$ cat src/rtl/chaser_pkg.sv
// Shared definitions for the LED chaser: motion-mode codes, FSM state
// encoding, bounce direction codes and the per-mode pass length.
package chaser_pkg;

    localparam logic [1:0] MODE_ROT_L  = 2'b00;
    localparam logic [1:0] MODE_ROT_R  = 2'b01;
    localparam logic [1:0] MODE_BOUNCE = 2'b10;
    localparam logic [1:0] MODE_BLINK  = 2'b11;

    typedef enum logic {
        S_IDLE = 1'b0,
        S_RUN  = 1'b1
    } state_t;

    localparam logic DIR_LEFT  = 1'b0;
    localparam logic DIR_RIGHT = 1'b1;

    // Number of steps that make up one pass in the given mode.
    function automatic int unsigned pass_len(input logic [1:0] mode, input int unsigned width);
        case (mode)
            MODE_BOUNCE: return 2 * (width - 1);
            MODE_BLINK:  return 2;
            default:     return width;
        endcase
    endfunction

endpackage

$ cat src/rtl/chaser_prescaler.sv
// Step prescaler for the LED chaser.
// Ports:
//   clk, rst_n : clock, asynchronous active-low reset
//   clear      : synchronous clear of the count (held while the sequencer is idle)
//   enable     : count this cycle (run, not held, not stopping)
//   period     : terminal count; one tick every period+1 enabled cycles
//   tick       : high in the enabled cycle whose edge wraps the count
module chaser_prescaler #(
    parameter int unsigned DIV_W = 16
) (
    input  logic             clk,
    input  logic             rst_n,
    input  logic             clear,
    input  logic             enable,
    input  logic [DIV_W-1:0] period,
    output logic             tick
);

    logic [DIV_W-1:0] count;

    // Combinational so the sequencer's registered step lands on the wrap edge.
    assign tick = enable && (count == period);

    always_ff @(posedge clk or negedge rst_n) begin
        if (!rst_n) begin
            count <= '0;
        end else if (clear) begin
            count <= '0;
        end else if (enable) begin
            count <= tick ? '0 : count + 1'b1;
        end
    end

endmodule

$ cat src/rtl/chaser_sequencer.sv
// LED light-chaser controller: owns the pattern register, the run FSM, the
// step/pass counters and the step prescaler.
// Ports:
//   clk, rst_n   : clock, asynchronous active-low reset
//   start, stop  : run control pulses; hold freezes a run while high
//   mode, rate, seed, num_passes : run configuration, sampled at start
//   busy         : high while running
//   step, done   : one-cycle pulses on pattern advance / run end
//   led_pattern  : current pattern
module chaser_sequencer
    import chaser_pkg::*;
#(
    parameter int unsigned WIDTH = 8,
    parameter int unsigned DIV_W = 16
) (
    input  logic             clk,
    input  logic             rst_n,
    input  logic             start,
    input  logic             stop,
    input  logic             hold,
    input  logic [1:0]       mode,
    input  logic [DIV_W-1:0] rate,
    input  logic [WIDTH-1:0] seed,
    input  logic [7:0]       num_passes,
    output logic             busy,
    output logic             step,
    output logic             done,
    output logic [WIDTH-1:0] led_pattern
);

    localparam int unsigned CNT_W = $clog2(2 * WIDTH);

    state_t           state;
    logic [1:0]       mode_q;
    logic [DIV_W-1:0] rate_q;
    logic [7:0]       passes_q;
    logic [CNT_W-1:0] step_cnt;
    logic [7:0]       pass_cnt;
    logic             dir;

    logic             tick;
    logic             presc_en;
    logic [WIDTH-1:0] next_pat;
    logic             next_dir;
    logic [WIDTH-1:0] rot_l;
    logic [WIDTH-1:0] rot_r;
    logic [CNT_W-1:0] last_step;
    logic             last_pass;

    // Stop outranks both hold and a coincident expiry, so it gates the prescaler.
    assign presc_en = (state == S_RUN) && !hold && !stop;

    chaser_prescaler #(
        .DIV_W (DIV_W)
    ) u_prescaler (
        .clk    (clk),
        .rst_n  (rst_n),
        .clear  (state == S_IDLE),
        .enable (presc_en),
        .period (rate_q),
        .tick   (tick)
    );

    assign rot_l     = {led_pattern[WIDTH-2:0], led_pattern[WIDTH-1]};
    assign rot_r     = {led_pattern[0], led_pattern[WIDTH-1:1]};
    assign last_step = CNT_W'(pass_len(mode_q, WIDTH) - 1);
    assign last_pass = (passes_q != 8'd0) && (pass_cnt == passes_q - 8'd1);

    always_comb begin
        next_pat = led_pattern;
        next_dir = dir;
        case (mode_q)
            MODE_ROT_L: next_pat = rot_l;
            MODE_ROT_R: next_pat = rot_r;
            MODE_BOUNCE: begin
                // Reverse on reaching an end, then move in the (possibly new) direction.
                if (dir == DIR_LEFT && led_pattern[WIDTH-1]) begin
                    next_dir = DIR_RIGHT;
                end else if (dir == DIR_RIGHT && led_pattern[0]) begin
                    next_dir = DIR_LEFT;
                end
                next_pat = (next_dir == DIR_LEFT) ? rot_l : rot_r;
            end
            MODE_BLINK: next_pat = ~led_pattern;
        endcase
    end

    always_ff @(posedge clk or negedge rst_n) begin
        if (!rst_n) begin
            state       <= S_IDLE;
            mode_q      <= MODE_ROT_L;
            rate_q      <= '0;
            passes_q    <= '0;
            step_cnt    <= '0;
            pass_cnt    <= '0;
            dir         <= DIR_LEFT;
            led_pattern <= '0;
            busy        <= 1'b0;
            step        <= 1'b0;
            done        <= 1'b0;
        end else begin
            step <= 1'b0;
            done <= 1'b0;
            case (state)
                S_IDLE: begin
                    if (start) begin
                        mode_q      <= mode;
                        rate_q      <= rate;
                        passes_q    <= num_passes;
                        led_pattern <= (seed == '0) ? WIDTH'(1) : seed;
                        dir         <= DIR_LEFT;
                        step_cnt    <= '0;
                        pass_cnt    <= '0;
                        state       <= S_RUN;
                        busy        <= 1'b1;
                    end
                end
                S_RUN: begin
                    if (stop) begin
                        state <= S_IDLE;
                        busy  <= 1'b0;
                        done  <= 1'b1;
                    end else if (tick) begin
                        led_pattern <= next_pat;
                        dir         <= next_dir;
                        step        <= 1'b1;
                        if (step_cnt == last_step) begin
                            step_cnt <= '0;
                            pass_cnt <= pass_cnt + 8'd1;
                            if (last_pass) begin
                                state <= S_IDLE;
                                busy  <= 1'b0;
                                done  <= 1'b1;
                            end
                        end else begin
                            step_cnt <= step_cnt + 1'b1;
                        end
                    end
                end
                default: state <= S_IDLE;
            endcase
        end
    end

endmodule
$ cat config.mk
export PLATFORM = sky130hd
export DESIGN_NAME = chaser_sequencer
export DESIGN_NICKNAME = d
export VERILOG_FILES = /design/src/rtl/chaser_pkg.sv /design/src/rtl/chaser_prescaler.sv /design/src/rtl/chaser_sequencer.sv
export SDC_FILE = /design/constraint.sdc
export NUM_CORES = 1
export LEC_CHECK = 0
export CORE_MARGIN = 10
export CORE_UTILIZATION = 50
export CTS_CLUSTER_DIAMETER = 200
export CTS_CLUSTER_SIZE = 16
export DETAILED_ROUTE_END_ITERATION = 10
export PLACE_DENSITY_LB_ADDON = 0.2
export SKIP_CTS_REPAIR_TIMING = 1
export SYNTH_ARGS = -nofsm -noshare
export SYNTH_HDL_FRONTEND = slang
export SYNTH_HIERARCHICAL = 1
export SYNTH_SLANG_ARGS = --single-unit
$ cat constraint.sdc
create_clock -name clk -period 2.7 [get_ports clk]
set_clock_uncertainty 0.2 [all_clocks]
set_input_delay 0.27 -clock clk [delete_from_list [all_inputs] [get_ports clk]]
set_output_delay 0.27 -clock clk [all_outputs]
set_load 0.05 [all_outputs]
# Yosys cells after proc, flatten, opt, wreduce, memory -nomap -nowiden
# Index checks and enable logic that the tools add are counted.
[word_totals]
register_bits = 67
input_bits = 39
out_inout_bits = 11
elab_cells = 100
[classes]
n_addsub = 5
n_eq_ne = 15
muxes = 49
n_bitwise = 3
reduce_logical = 16
[op_table]
columns = ["cell", "count"]
rows = [
  ["two-way mux 8 bit", 9],
  ["two-way mux 16 bit", 3],
  ["case mux 8 bit (2 select lines)", 2],
  ["case mux 8 bit (4 select lines)", 1],
  ["two-way mux 1 bit", 25],
  ["adder 16 x 1 -> 16 bit, second input constant", 1],
  ["== test 16 bit", 1],
  ["two-way mux 4 bit", 4],
  ["case mux 4 bit (2 select lines)", 2],
  ["AND reduction 4 bit", 3],
  ["!= test 3 x 2 -> 1 bit, second input constant", 3],
  ["adder 8 x 1 -> 8 bit, second input constant", 1],
  ["== test 8 bit", 1],
  ["logical NOT 8 bit", 1],
  ["!= test 2 x 1 -> 1 bit, second input constant", 4],
  ["inverter 8 bit", 1],
  ["nonzero test 8 bit", 1],
  ["subtractor 8 x 1 -> 8 bit, second input constant", 1],
  ["logical AND 1 bit", 6],
  ["case mux 1 bit (2 select lines)", 3],
  ["adder 4 x 1 -> 4 bit, second input constant", 1],
  ["== test 2 bit, second input constant", 2],
  ["== test 4 bit", 1],
  ["!= test 2 bit, second input constant", 2],
  ["7 further kinds", 9],
]

# Depth between registers and ports, before layout
# Gate-level depths: netlist of the first run.
[depth]
ltp_word = 9
mapped_depth = 12

# Hierarchy
# Netlist of the first run, hierarchy kept.
[modules_own_cells]
columns = ["mod", "n_inst", "cells_each", "area_each_um2"]
rows = [
  ["chaser_sequencer", 1, 305, 2667.6],
  ["chaser_prescaler", 1, 122, 1087.3],
]

# Least setup slack after synthesis of the first run
# OpenSTA, ideal clock, no wires.
[synth_path]
path_type = "reg-to-reg"
start = "register state"
end = "register step_cnt[2]"
setup_ps = 122
arrival_time_ps = 2330
required_ps = 2378
setup_slack_ps = 47
stages_incl_launch_ff = 13
n_path_buf = 3
synth_period_minus_slack_ps = 2653
cell_sequence = "dfrtp_1 -> clkbuf_1 -> inv_1 -> nor3_1 -> clkbuf_1 -> clkinv_1 -> nor2_1 -> nand3b_1 -> nand2_1 -> clkbuf_1 -> nand2_1 -> xor2_1 -> nor2_1"
[synth_via]
elab_chain_len = 5
[synth_lines]
columns = ["item", "line", "text"]
rows = [
  ["from (decl)", "chaser_sequencer.sv:33", "state_t state;"],
  ["from (signal assigned)", "chaser_sequencer.sv:90", "state <= S_IDLE;"],
  ["from (signal assigned)", "chaser_sequencer.sv:114", "state <= S_RUN;"],
  ["from (signal assigned)", "chaser_sequencer.sv:120", "state <= S_IDLE;"],
  ["logical AND 1 bit (2 in a row)", "chaser_sequencer.sv:51", "assign presc_en = (state == S_RUN) && !hold && !stop;"],
  ["named net presc_en", "chaser_sequencer.sv:42", "logic presc_en;"],
  ["logical AND 1 bit", "chaser_prescaler.sv:22", "assign tick = enable && (count == period);"],
  ["named net tick", "chaser_sequencer.sv:41", "logic tick;"],
  ["!= test 2 x 1 -> 1 bit (no line)", "n/a", ""],
  ["AND reduction 3 bit (no line)", "n/a", ""],
  ["to (signal assigned)", "chaser_sequencer.sv:136", "step_cnt <= step_cnt + 1'b1;"],
  ["to (decl)", "chaser_sequencer.sv:37", "logic [CNT_W-1:0] step_cnt;"],
]
# The timed path passes the listed nets, and every way through them passes these cells.
# A chain may end at the register's enable or synchronous reset.

# Worst setup path after layout of the first run
[layout_path]
start = "register u_prescaler.count[12]"
end = "register done"
[layout_via]
elab_chain_len = 5
[layout_lines]
columns = ["item", "line", "text"]
rows = [
  ["from (decl)", "chaser_prescaler.sv:19", "logic [DIV_W-1:0] count;"],
  ["from (signal assigned)", "chaser_prescaler.sv:30", "count <= tick ? '0 : count + 1'b1;"],
  ["== test 16 bit", "chaser_prescaler.sv:22", ""],
  ["logical AND 1 bit", "chaser_prescaler.sv:22", ""],
  ["named net tick", "chaser_sequencer.sv:41", ""],
  ["two-way mux 1 bit", "chaser_sequencer.sv:123", "end else if (tick) begin"],
  ["two-way mux 1 bit", "chaser_sequencer.sv:119", "if (stop) begin"],
  ["two-way mux 1 bit", "chaser_sequencer.sv:104", "case (state)"],
  ["to (signal assigned)", "chaser_sequencer.sv:103", "done <= 1'b0;"],
  ["to (signal assigned)", "chaser_sequencer.sv:122", "done <= 1'b1;"],
  ["to (signal assigned)", "chaser_sequencer.sv:133", "done <= 1'b1;"],
  ["to (decl)", "chaser_sequencer.sv:27", "output logic done,"],
]
# The timed path passes the listed nets, and every way through them passes these cells.

==> results of run 1 <==
area by class of cell:
cell class              count  area share [%]
repair buffers             70           14.07
clock inverters             7           2.140
clock buffers               9           2.648
well taps                  99           2.648
inverters                  11          0.8828
multi-input cells         330           41.76
flip-flops and latches     67           35.85
sequential cells by signal, summed over array words and instances (netlist names):
register,cells
step_cnt,4
pass_cnt,8
rate_q,16
passes_q,8
state,1
led_pattern,8
step,1
u_prescaler/count,16
busy,1
done,1
dir,1
mode_q,2
cells in the final DEF, fill, tap and decap left out, drive strengths merged, types with 3 or more instances in the layout:
cell type      netlist  final
clkdlybuf4s50        0     48
nand4               16     16
o21ai               32     32
nand3                7      7
a31oi                5      5
a21oi               15     15
clkbuf              11      9
or2                  3      3
nor2                19     19
dfrtp               67     67
nand3b               6      6
nor3b                6      6
inv                 10     11
nand2              111    111
xnor2                7      7
a221oi               9      9
nand2b               8      8
nor4                 8      8
nor3                 8      8
ha                   5      5
and3                 3      3
buf                  8     21
clkinv               1      5
xor2                26     26
mux2i                6      6
nor2b                4      4
per-stage QoR:
step | utilization [%] | worst slack (ns) | cells
2_1_floorplan | - | 0.04749 | 427
3_3_place_gp | 60.79 | 0.2085 | 576
3_5_place_dp | 60.79 | 0.1514 | 576
4_1_cts | 63.86 | 0.1544 | 592
5_1_grt | 64.14 | 0.01135 | 593
6_report | 64.14 | 0.2137 | 593
how the worst max path moves through the flow:
stage / startpoint / end / slack, ns / cells after the start
2_1_floorplan: state$_DFF_PN0_ / step_cnt[2]$_DFFE_PN0P_ / 0.05 / 12
3_3_place_gp: stop / busy$_DFFE_PN0P_ / 0.21 / 8
3_5_place_dp: stop / pass_cnt[7]$_DFFE_PN0P_ / 0.15 / 9
4_1_cts: u_prescaler/count[1]$_DFFE_PN0P_ / pass_cnt[7]$_DFFE_PN0P_ / 0.15 / 10
5_1_grt: u_prescaler/count[1]$_DFFE_PN0P_ / dir$_DFFE_PN0P_ / 0.01 / 10
6_report: u_prescaler/count[12]$_DFFE_PN0P_ / done$_DFF_PN0_ / 0.21 / 8
cells by family (layout without fill, tap and decap cells):
kind of cell | count (synthesis) | after routing | synth area share (%)
AND/OR/NAND/NOR | 210 | 210 | 27.42
AO/OA/AOI/OAI | 76 | 76 | 13.30
flip-flops | 67 | 67 | 44.65
XOR/XNOR | 33 | 33 | 7.698
buffers and inverters | 30 | 97 | 3.665
multiplexers | 6 | 6 | 1.600
adder cells (fa/ha/maj) | 5 | 5 | 1.666
layer usage:
metal  up-vias  share of wire [%]  track usage [%]
met2        90                 47            27.00
met5         -                  0                0
met1      1535                 46            22.16
met4         0               0.97            4.545
met3         8                5.5            4.731
li1       1618                  -                -
power by group through the flow:
stage          clock network (mW)  registers, mW  logic (mW)
6_report                    0.938           1.28       0.848
5_1_grt                      1.01           1.31       0.948
4_1_cts                     0.956           1.28       0.854
3_5_place_dp                    0           1.30       0.847
3_3_place_gp                    0           1.30       0.832
2_1_floorplan                   0           1.43       0.404
worst max-delay path, stage by stage (launching register included):
cell and delay (ns):
dfrtp_1 0.44, xor2_1 0.17, nor4_2 0.34, nand4_1 0.17, nor2_1 0.17, nand3_1 0.12, a2111oi_0 0.39, and4_4 0.31
a22o_2 0.13
==> flow_summary.json, run 1 <==
{
  "period_minus_slack_ns": 2.486,
  "hpwlAfterDp_mm": 6.475,
  "min_path_cells": 3,
  "max-vdd-ir-drop_mv": 0.3475,
  "drc": 0,
  "antenna_found_initial": 0,
  "seqPwrFrac_pct": 41.8,
  "port-buffer-count": 49,
  "cts_buffers": 9,
  "grt_pass1_wl_mm": 15.86,
  "syn_avg_cell_area_sq_um": 8.794,
  "ioPinCount": 50,
  "min_from": "num_passes[6]",
  "final_area_sq_mm": 0.004677,
  "min_to": "passes_q[6]$_DFFE_PN0P_",
  "clk_pin_slew_ns": 0.08,
  "synth_cell_type_count": 55,
  "die_w_microns": 106.7,
  "dr.pass1.iters": 4,
  "post-route-period-util_pct": 92.09,
  "cts_sinks": 67,
  "area_growth_syn_to_layout_pct": 24.56,
  "whs_ns": 0.2420,
  "r2r-end": "done$_DFF_PN0_",
  "layout-drive-gt1-share_pct": 11.54,
  "clock_latency_ns": 0.35,
  "placed_area_sq_mm": 0.004433,
  "vias": 3251,
  "antenna_cells": 0,
  "overflow": 0,
  "clk_path_buf_depth": 2,
  "die_h_microns": 106.7,
  "powerDensity_mw_per_mm2": 656.7,
  "crit_path_start_kind": "flop",
  "leakage_nw": 2.108,
  "wl_mm": 9.219,
  "p_clk_share_pct": 30.6,
  "required_ns": 2.79,
  "synth_edf_count": 0,
  "rsz0062_at_grt": "no",
  "synth_top_area_cell": "dfrtp_1",
  "syn-instance-count": 427,
  "grt_max_degree": 41,
  "power.internal_mw": 2.001,
  "synth_top_area_share_pct": 44.65,
  "core_area_sq_mm": 0.007292,
  "outcome": "finished clean",
  "synthFlopType": "dfrtp_1",
  "seq_area_frac_synth_pct": 44.65,
  "fmaxAchievable_mhz": 402.2,
  "drv_slew": 0,
  "die_area_sq_mm": 0.01138,
  "cts_tree": "built",
  "ys_ff_latch": 67,
  "wire_per_inst_microns": 15.55,
  "layout.nets": 533,
  "drtIter0Drc": 145,
  "fillerInstances": 661,
  "r2r-start": "u_prescaler/count[12]$_DFFE_PN0P_",
  "relSlewSlack_pct": 54.44,
  "worst_pin_slew_ns": 0.6835,
  "grtUsageTotal_pct": 16.97,
  "place_congestion": 0.8853,
  "switching_share_pct": 34.83,
  "cts-root-buf": "clkbuf_8",
  "h-tree-depth": 3,
  "worstPathArrival_ns": 2.58,
  "synth_most_common_cell": "nand2_1",
  "netlist_area_sq_mm": 0.003755,
  "grt_pass1_vias": 3297,
  "viasPerCell": 5.482,
  "yosys-top-cells-count": "nand2_1 (111), dfrtp_1 (67), o21ai_0 (30), xor2_1 (26), nor2_1 (19)",
  "multi_input_area_sq_mm": 0.001953,
  "max-cap-violations": 0,
  "ff_latch_area_sq_mm": 0.001677,
  "synth_nets": 471,
  "hold_path.class": "input pin to flop",
  "tns_ns": 0,
  "setup_viol": 0,
  "row_count": 31,
  "initial_core_util_pct": 51.49,
  "ant_nets": 0,
  "cp-end-kind": "flop",
  "rrSetupSlack_ns": 0.21,
  "synthArstFlopShare_pct": 100.0,
  "p_switching_mw": 1.070,
  "finalHoldViolCount": 0,
  "combPwrFrac_pct": 27.6,
  "ys_warn_count": 6,
  "r2r_cells": 8,
  "power.total_mw": 3.071,
  "worstPathMaxFanout": 5,
  "yosys-top-cells-area": "dfrtp_1 (45%), nand2_1 (11%), xor2_1 (6.1%)",
  "crit_type": "flop to flop"
}
Power figures use the tool's default switching activity.
==> run 2, diff against run 1 <==
- MAX_ROUTING_LAYER: default -> met4
==> run 2 against run 1 <==
Effect of this change:
- critical path depth stayed put
- clock-buffer cell count unchanged
- worst setup slack improved by 0.012 ns
- register-to-register slack about the same
- combinational power barely moved
- flip-flop and latch count is the same
- die area unchanged
- final cell count did not move
- clock power grew 0.4%
- sequential share of layout area stayed put
- power about the same
- critical endpoint unchanged
- largest cell class unchanged
- highest routed layer unchanged
==> flow_summary.json, run 2 (synthesized netlist as in run 1, its figures left out) <==
{
  "period_minus_slack_ns": 2.475,
  "crit_slowest_cell": "dfrtp_1",
  "rrSetupSlack_ns": 0.23,
  "vias": 3264,
  "cts_buffers": 9,
  "antenna_found_initial": 0,
  "setup_viol": 0,
  "cts_tree": "built",
  "ioPinCount": 50,
  "max-cap-violations": 0,
  "crit_path_start_kind": "flop",
  "drc": 0,
  "powerDensity_mw_per_mm2": 657.3,
  "initial_core_util_pct": 51.49,
  "row_count": 31,
  "min_to": "passes_q[6]$_DFFE_PN0P_",
  "area_growth_syn_to_layout_pct": 24.56,
  "r2r-end": "done$_DFF_PN0_",
  "path_cells": "xor2_1 > nor4_2 > nand4_1 > nor2_1 > nand3_1 > a2111oi_0 > and4_4 > a22o_2",
  "cts_sinks": 67,
  "max-vdd-ir-drop_mv": 0.3484,
  "dr.pass1.iters": 4,
  "grt_max_degree": 41,
  "r2r-start": "u_prescaler/count[12]$_DFFE_PN0P_",
  "wl_mm": 9.197,
  "largestRegisters": "rate_q (16), u_prescaler/count (16)",
  "finalHoldViolCount": 0,
  "clock_latency_ns": 0.35,
  "port-buffer-count": 49,
  "min_from": "num_passes[6]",
  "layout_common_cells": "nand2_1 (110), dfrtp_1 (67), clkdlybuf4s50_1 (48)",
  "crit_type": "flop to flop",
  "fmaxAchievable_mhz": 404.1,
  "hold_path.class": "input pin to flop",
  "hpwlAfterDp_mm": 6.475,
  "wire_per_inst_microns": 15.51,
  "r2r_cells": 8,
  "dpl_worst_slack_ns": 0.1514,
  "slowest_delay_ns": 0.44,
  "fin_ws_ns": 0.2252,
  "drtIter0Drc": 155,
  "clk_path_buf_depth": 2,
  "post-route-period-util_pct": 91.66,
  "min_path_cells": 3,
  "grt_pass1_wl_mm": 15.86,
  "layout-drive-gt1-share_pct": 11.54,
  "worst_pin_slew_ns": 0.6897,
  "die_area_sq_mm": 0.01138,
  "tns_ns": 0,
  "cpLargestDelayFamily": "simple AND/OR/NAND/NOR gates",
  "relSlewSlack_pct": 54.02,
  "h-tree-depth": 3,
  "required_ns": 2.79,
  "clk_pin_slew_ns": 0.08,
  "fin_util_pct": 64.14,
  "cp-end-kind": "flop",
  "grtUsageTotal_pct": 17.46,
  "overflow": 0,
  "worstPathArrival_ns": 2.57,
  "leakage_nw": 2.108,
  "worstPathMaxFanout": 5,
  "die_h_microns": 106.7,
  "whs_ns": 0.2391,
  "ant_nets": 0,
  "mostFrequentLayoutCell": "nand2_1",
  "viasPerCell": 5.504,
  "die_w_microns": 106.7,
  "crit_buf_inv": 0,
  "grt_pass1_vias": 3294,
  "cts-root-buf": "clkbuf_8",
  "layout.nets": 533,
  "antenna_cells": 0,
  "rsz0062_at_grt": "no",
  "core_area_sq_mm": 0.007292,
  "outcome": "finished clean",
  "place_congestion": 0.9000,
  "drv_slew": 0
}
[run 2: cell counts in the layout (fill, tap and decap cells not counted)]
Identical to the previous run, type by type.
[run 2: per-stage QoR]
step	instance area, sq um	std cells	power (mW)
after detailed placement	4433	576	2.151
after global placement	4433	576	2.130
after global routing	4677	593	3.265
after floorplan	3755	427	1.830
final	4677	593	3.074
after CTS	4657	592	3.092
[run 2: how the worst max path moves through the flow]
stage | start | endpoint | slack (ns) | depth (start not counted)
finish | u_prescaler/count[12]$_DFFE_PN0P_ | done$_DFF_PN0_ | 0.23 | 8
global route | u_prescaler/count[1]$_DFFE_PN0P_ | dir$_DFFE_PN0P_ | 0.01 | 10
CTS | u_prescaler/count[1]$_DFFE_PN0P_ | pass_cnt[7]$_DFFE_PN0P_ | 0.15 | 10
detailed placement | stop | pass_cnt[7]$_DFFE_PN0P_ | 0.15 | 9
global placement | stop | busy$_DFFE_PN0P_ | 0.21 | 8
floorplan | state$_DFF_PN0_ | step_cnt[2]$_DFFE_PN0P_ | 0.05 | 12
[run 2: cell type report]
class,instances,area (sq um)
fillers,661,2615
multi-input cells,330,1953
flip-flops and latches,67,1677
repair buffers,70,658.1
clock buffers,9,123.9
well taps,99,123.9
clock inverters,7,100.1
inverters,11,41.29
[run 2: metal layers]
metal	vias up	global-route usage (%)	wire length, microns
met3	8	4.611	461
li1	1617	-	-
met4	0	4.545	89
met1	1550	22.23	4300
met2	89	27.00	4345
met5	-	-	0
[run 2: power breakdown]
group          total [mW]  internal (mW)  switching (mW)
clock               0.942          0.526           0.416
sequential           1.28           1.13           0.153
combinational       0.847          0.344           0.503
total                3.07           2.00            1.07
[run 2: worst register-to-register path, delay by kind of cell, from the launching register on]
family | cells | cell delay (ns)
simple gates | 5 | 1.11
compound gates | 2 | 0.51
flops | 1 | 0.44
xor+xnor | 1 | 0.17
